## src/rtl/multi_vend_ctrl.sv

```systemverilog
// Multi-product vending controller.
// Accepts Re.1 / Rs.2 coins up to a credit ceiling, vends one of NUM_PROD
// products against a per-product price table, and pays back any remaining
// credit one coin per cycle (largest coin first). Every output is registered.
module multi_vend_ctrl #(
    parameter int NUM_PROD = 4,
    parameter int SEL_W = 2,
    parameter int PRICE_W = 4,
    parameter logic [NUM_PROD*PRICE_W-1:0] PRICES = {4'd6, 4'd5, 4'd4, 4'd3},
    parameter int CREDIT_W = 4,
    parameter int MAX_CREDIT = 9
) (
    input  logic                clock,
    input  logic                reset,
    input  logic [1:0]          coin,
    input  logic                buy,
    input  logic [SEL_W-1:0]    sel,
    input  logic                cancel,
    output logic                dispense,
    output logic [SEL_W-1:0]    prod_id,
    output logic                ret_one,
    output logic                ret_two,
    output logic                coin_rej,
    output logic                short_fund,
    output logic                busy,
    output logic [CREDIT_W-1:0] credit
);

    typedef enum logic [1:0] {
        IDLE    = 2'd0,
        COLLECT = 2'd1,
        VEND    = 2'd2,
        CHANGE  = 2'd3
    } state_t;

    state_t state_r;

    logic [1:0]          coin_val_s;
    logic                coin_present_s;
    logic [CREDIT_W:0]   coin_sum_s;
    logic                coin_fits_s;
    logic [PRICE_W-1:0]  price_s;
    logic                sel_ok_s;
    logic                afford_s;

    // Price table lookup; an out-of-range index yields 0 and is rejected by sel_ok_s.
    function automatic logic [PRICE_W-1:0] price_of(input logic [SEL_W-1:0] s);
        logic [PRICE_W-1:0] p;
        p = '0;
        for (int i = 0; i < NUM_PROD; i++) begin
            if (int'(s) == i) begin
                p = PRICES[i*PRICE_W +: PRICE_W];
            end
        end
        return p;
    endfunction

    // Decode the coin sensor and evaluate the affordability of the selected product.
    always_comb begin
        coin_val_s     = 2'd0;
        coin_present_s = 1'b0;
        if (coin[1]) begin
            coin_present_s = 1'b1;
            if (coin[0]) begin
                coin_val_s = 2'd2;
            end else begin
                coin_val_s = 2'd1;
            end
        end else begin
            coin_present_s = 1'b0;
            coin_val_s     = 2'd0;
        end
        // The add is done one bit wider so an overflow can never wrap past the ceiling.
        coin_sum_s  = (CREDIT_W+1)'(credit) + (CREDIT_W+1)'(coin_val_s);
        coin_fits_s = (int'(coin_sum_s) <= MAX_CREDIT);
        price_s     = price_of(sel);
        sel_ok_s    = (int'(sel) < NUM_PROD);
        afford_s    = (int'(credit) >= int'(price_s));
    end

    // Main controller: state, credit and all registered pulse outputs.
    always_ff @(posedge clock) begin
        if (reset) begin
            state_r    <= IDLE;
            credit     <= '0;
            dispense   <= 1'b0;
            prod_id    <= '0;
            ret_one    <= 1'b0;
            ret_two    <= 1'b0;
            coin_rej   <= 1'b0;
            short_fund <= 1'b0;
            busy       <= 1'b0;
        end else begin
            dispense   <= 1'b0;
            prod_id    <= '0;
            ret_one    <= 1'b0;
            ret_two    <= 1'b0;
            coin_rej   <= 1'b0;
            short_fund <= 1'b0;
            case (state_r)
                IDLE, COLLECT: begin
                    if (cancel && (state_r == COLLECT)) begin
                        // Refund everything; any coin on the same edge goes back too.
                        state_r  <= CHANGE;
                        busy     <= 1'b1;
                        coin_rej <= coin_present_s;
                    end else if (buy) begin
                        // Buy is judged on the credit held before this edge.
                        coin_rej <= coin_present_s;
                        if ((state_r == COLLECT) && sel_ok_s && afford_s) begin
                            credit   <= credit - CREDIT_W'(price_s);
                            state_r  <= VEND;
                            busy     <= 1'b1;
                            dispense <= 1'b1;
                            prod_id  <= sel;
                        end else begin
                            short_fund <= 1'b1;
                            busy       <= 1'b0;
                        end
                    end else if (coin_present_s) begin
                        busy <= 1'b0;
                        // A cancel ignored in IDLE still bars the coin on that edge.
                        if (coin_fits_s && !cancel) begin
                            credit  <= coin_sum_s[CREDIT_W-1:0];
                            state_r <= COLLECT;
                        end else begin
                            coin_rej <= 1'b1;
                        end
                    end else begin
                        busy <= 1'b0;
                    end
                end
                VEND: begin
                    coin_rej   <= coin_present_s;
                    short_fund <= buy;
                    if (credit != '0) begin
                        state_r <= CHANGE;
                        busy    <= 1'b1;
                    end else begin
                        state_r <= IDLE;
                        busy    <= 1'b0;
                    end
                end
                CHANGE: begin
                    coin_rej   <= coin_present_s;
                    short_fund <= buy;
                    if (int'(credit) >= 2) begin
                        ret_two <= 1'b1;
                        credit  <= credit - CREDIT_W'(2);
                        if (int'(credit) == 2) begin
                            state_r <= IDLE;
                            busy    <= 1'b0;
                        end else begin
                            busy    <= 1'b1;
                        end
                    end else if (credit == CREDIT_W'(1)) begin
                        ret_one <= 1'b1;
                        credit  <= '0;
                        state_r <= IDLE;
                        busy    <= 1'b0;
                    end else begin
                        // Nothing left to pay back.
                        state_r <= IDLE;
                        busy    <= 1'b0;
                    end
                end
                default: begin
                    state_r <= IDLE;
                    credit  <= '0;
                    busy    <= 1'b0;
                end
            endcase
        end
    end

endmodule

```

## config.mk

```make
export PLATFORM = sky130hd
export DESIGN_NAME = multi_vend_ctrl
export DESIGN_NICKNAME = d
export VERILOG_FILES = /design/src/rtl/multi_vend_ctrl.sv
export SDC_FILE = /design/constraint.sdc
export NUM_CORES = 1
export LEC_CHECK = 0
export ABC_CLOCK_PERIOD_IN_PS = 3810
export BUFFER_PORTS_ARGS = -buffer_cell sky130_fd_sc_hd__clkbuf_2
export CELL_PAD_IN_SITES_DETAIL_PLACEMENT = 1
export CELL_PAD_IN_SITES_GLOBAL_PLACEMENT = 1
export CORE_MARGIN = 2
export CORE_UTILIZATION = 39
export CTS_BUF_LIST = sky130_fd_sc_hd__clkbuf_16
export CTS_CLUSTER_DIAMETER = 50
export DETAILED_ROUTE_END_ITERATION = 8
export HOLD_SLACK_MARGIN = 0.08
export MAX_ROUTING_LAYER = met4
export PLACE_DENSITY_LB_ADDON = 0.1
export SYNTH_ARGS = -nofsm -noshare
export SYNTH_HDL_FRONTEND = slang
export SYNTH_SLANG_ARGS = --single-unit
```

## constraint.sdc

```tcl
create_clock -name clock -period 3.81 [get_ports clock]
set_clock_uncertainty 0.1 [all_clocks]
set_input_delay 0.9525 -clock clock [delete_from_list [all_inputs] [get_ports clock]]
set_output_delay 0.9525 -clock clock [all_outputs]
set_load 0.1 [all_outputs]
```

==> impl_metrics.tcl <==
set metrics [dict create \
    status "complete, no violations" \
    worstMarginPinSlew_ps 541 \
    antenna_violations_before_repair 0 \
    synth-main-ff-cell "dfxtp_1" \
    synth_sequential_area_ratio_pct 28.8 \
    netlist_area_um2 975 \
    tritoncts_clock_tree "yes" \
    syn_inst 117 \
    cts_htree_levels 1 \
    power_per_cell_area_mw_per_mm2 430 \
    min-delay-path-class "flop to flop" \
    final_period_minus_worst_setup_slack_ps 3090 \
    globalRouteOverflowTotal 0 \
    worstPathCellList "clkbuf_2 > inv_1 > ha_1 > fa_1 > a211oi_1 > nand2_1 > a41oi_2 > o21ai_1 > mux2_1" \
    detail_route.first_pass.iterations 4 \
    critical_path_arrival_ps 3110 \
    setup_tns_ps 0 \
    initial_standard_cell_utilization_of_the_core_pct 40.1 \
    number_of_buffers_on_the_longest_clock_path 2 \
    postSynthNetCount 134 \
    setup-violations-final 0 \
    site_rows 18 \
    seq_power_share_pct 33.8 \
    global_route_wire_length_before_repair_um 4610 \
    clk_pin_slew_worst_paths_ps 50 \
    finalMaxSlewViolations 0 \
    leakage_nw 0.494 \
    io_buffer_count 19 \
    syn_to_final_growth_pct 18.5 \
    coreArea_mm2 0.00243 \
    p_sw_mw 0.165 \
    critPathCaptureType "flop" \
    grt_max_degree 18 \
    max-slew-margin-rel_pct 64.1 \
    grt_pass1_vias 939 \
    total_vias_in_the_final_route 939 \
    die-area_mm2 0.00291 \
    drive_above_1_share_pct 19.3 \
    timing.critical_path.required_ps 3840 \
    power_mw 0.496 \
    sw_frac_of_total_pct 33.2 \
    post_cts.repair.setup_buffers 0 \
    setup_repair_after_global_routing_missed_its_margin "no" \
    final_antenna_net_count 0 \
    timing.fmax_ghz 0.324 \
    place_congestion 0.788 \
    setup.worst_path.start_class "primary input" \
    path_class "primary input to flop" \
    async_set_reset_flop_share_out_of_synthesis_pct 0 \
    hpwl_um 2080 \
    via_per_inst 5.69 \
    yosys_warnings 0 \
    power_frac_clock_pct 40.0 \
    die-width_um 54.0 \
    die_y_um 54.0 \
    postSynthAreaPerCell_um2 8.33 \
    initialDrtViolationCount 14 \
    cell_internal_pwr_mw 0.332 \
    cts_root_buf "clkbuf_16" \
    post_layout_nonfiller_instances 165 \
    finish.net_count 153 \
    synth_cell_types 48 \
    share_comb_of_total_power_pct 26.1 \
    ir_worst_vdd_mv 0.266 \
    post_cts_resized 0 \
    routed_wire_length_per_instance_um 16.0 \
    timing.max_cap.violations 0 \
    drc_errors 0 \
    cp_slowest_stage_delay_ps 440 \
    number_of_enable_type_register_cells_in_the_synthesized_netlist 0 \
    antenna-diode-count 0 \
    cts_hold_buf 0 \
    dp_cells 161 \
    groute.usage.overall_pct 22.5 \
    cp_max_fo 7 \
    worst_path_max_delay_cell "fa_1" \
    layout_worst_path_cycle_share_pct 81.0 \
    clock_sink_count 14 \
    tritoncts.num_buffers 3 \
    timing_hold_violations_final 0 \
    drt-total-wl_um 2640 \
    clk_lat_worst_skew_ps 240 \
    floorplan.io_pins 20 \
    postSynthRegisterBits 14 \
]
==> worst paths after layout <==
kind | slack (ps) | depth (start not counted) | from | to
max | 720 | 9 | sel[0] | credit[0]
min | 430 | 2 | credit[0] | ret_one
max reg2reg | 1200 | 7 | credit[1] | credit[0]
min reg2reg | 430 | 2 | credit[0] | ret_one
==> cells in the mapped netlist, drive strengths merged, types with 2 or more instances <==
library cell	number	area, um2
a21o	2	15.0
a21oi	4	20.0
clkbuf	4	26.3
dfxtp	14	280
fa	2	40.0
ha	7	87.6
inv	10	37.5
nand2	10	37.5
nand3	4	20.0
nor2	9	33.8
nor2b	3	18.8
nor3	6	35.0
nor4	2	12.5
o211ai	4	30.0
o21ai	7	38.8
xor2	2	17.5
==> layout by cell type, fill, tap and decap left out, types with 2 or more instances in the layout <==
cell       synthesis  routed
dfxtp_1           14      14
o211ai_1           4       4
nor3_1             5       5
a21oi_1            4       4
nand2_1           10      10
nor2_1             9       9
clkbuf_16          0       3
nand3_1            4       4
o21ai_0            5       5
a21o_1             2       2
clkbuf_2           1      19
inv_1             10      10
nor2b_1            3       3
xor2_1             2       2
ha_1               7       7
nor4_1             2       2
fa_1               2       2
==> power groups by stage <==
stage          combinational, mW  clock, mW  sequential, mW
3_5_place_dp               0.130          0           0.171
3_3_place_gp               0.127          0           0.170
2_1_floorplan             0.0699          0           0.202
6_report                   0.130      0.199           0.168
4_1_cts                    0.131      0.203           0.168
5_1_grt                    0.145      0.212           0.170
==> flip-flops by register name (all words and copies together) (netlist names) <==
| signal | cells |
|---|---|
| dispense | 1 |
| short_fund | 1 |
| ret_two | 1 |
| busy | 1 |
| credit | 4 |
| state_r | 2 |
| prod_id | 2 |
| ret_one | 1 |
| coin_rej | 1 |
==> cell families after synthesis <==
kind of cell | Yosys count | share of synthesized area (%)
simple gates | 44 | 23.9
compound gates | 31 | 23.2
buf+inv | 15 | 7.06
flops | 14 | 28.8
fa+ha+maj | 10 | 14.1
xor+xnor | 2 | 1.80
mux | 1 | 1.16
==> final cells by class <==
cell class	instances	area, um2
clock buffer	3	75.1
clock inverter	1	3.75
fill	309	1280
inverter	10	37.5
multi-input combinational	88	626
sequential	14	280
tap	30	37.5
timing repair buffer	19	95.1
==> metrics by stage <==
| stage | setup WS [ps] | hold WS [ps] | cell area (um2) | utilization (%) |
|---|---|---|---|---|
| floorplan | 781 | 428 | 975 | - |
| CTS | 713 | 435 | 1150 | 47.5 |
| global route | 530 | 477 | 1150 | 47.5 |
| global placement | 597 | 399 | 1080 | 44.2 |
| finish | 723 | 426 | 1150 | 47.5 |
| detailed placement | 463 | 428 | 1080 | 44.2 |
==> per-layer routing <==
metal	share of wire, %	track usage, %
met1	46	28.0
met2	51	39.4
met3	1.9	1.67
met4	0.83	5.00
met5	0	-
==> critical path: cells and delay by family <==
kind / cells / cell delay (ps)
buffers and inverters: 2 / 140
muxes: 1 / 320
and+or+nand+nor: 1 / 160
adders and majority gates: 2 / 770
AOI/OAI and AO/OA: 3 / 770
No activity file was read; power rests on OpenSTA's default activity.
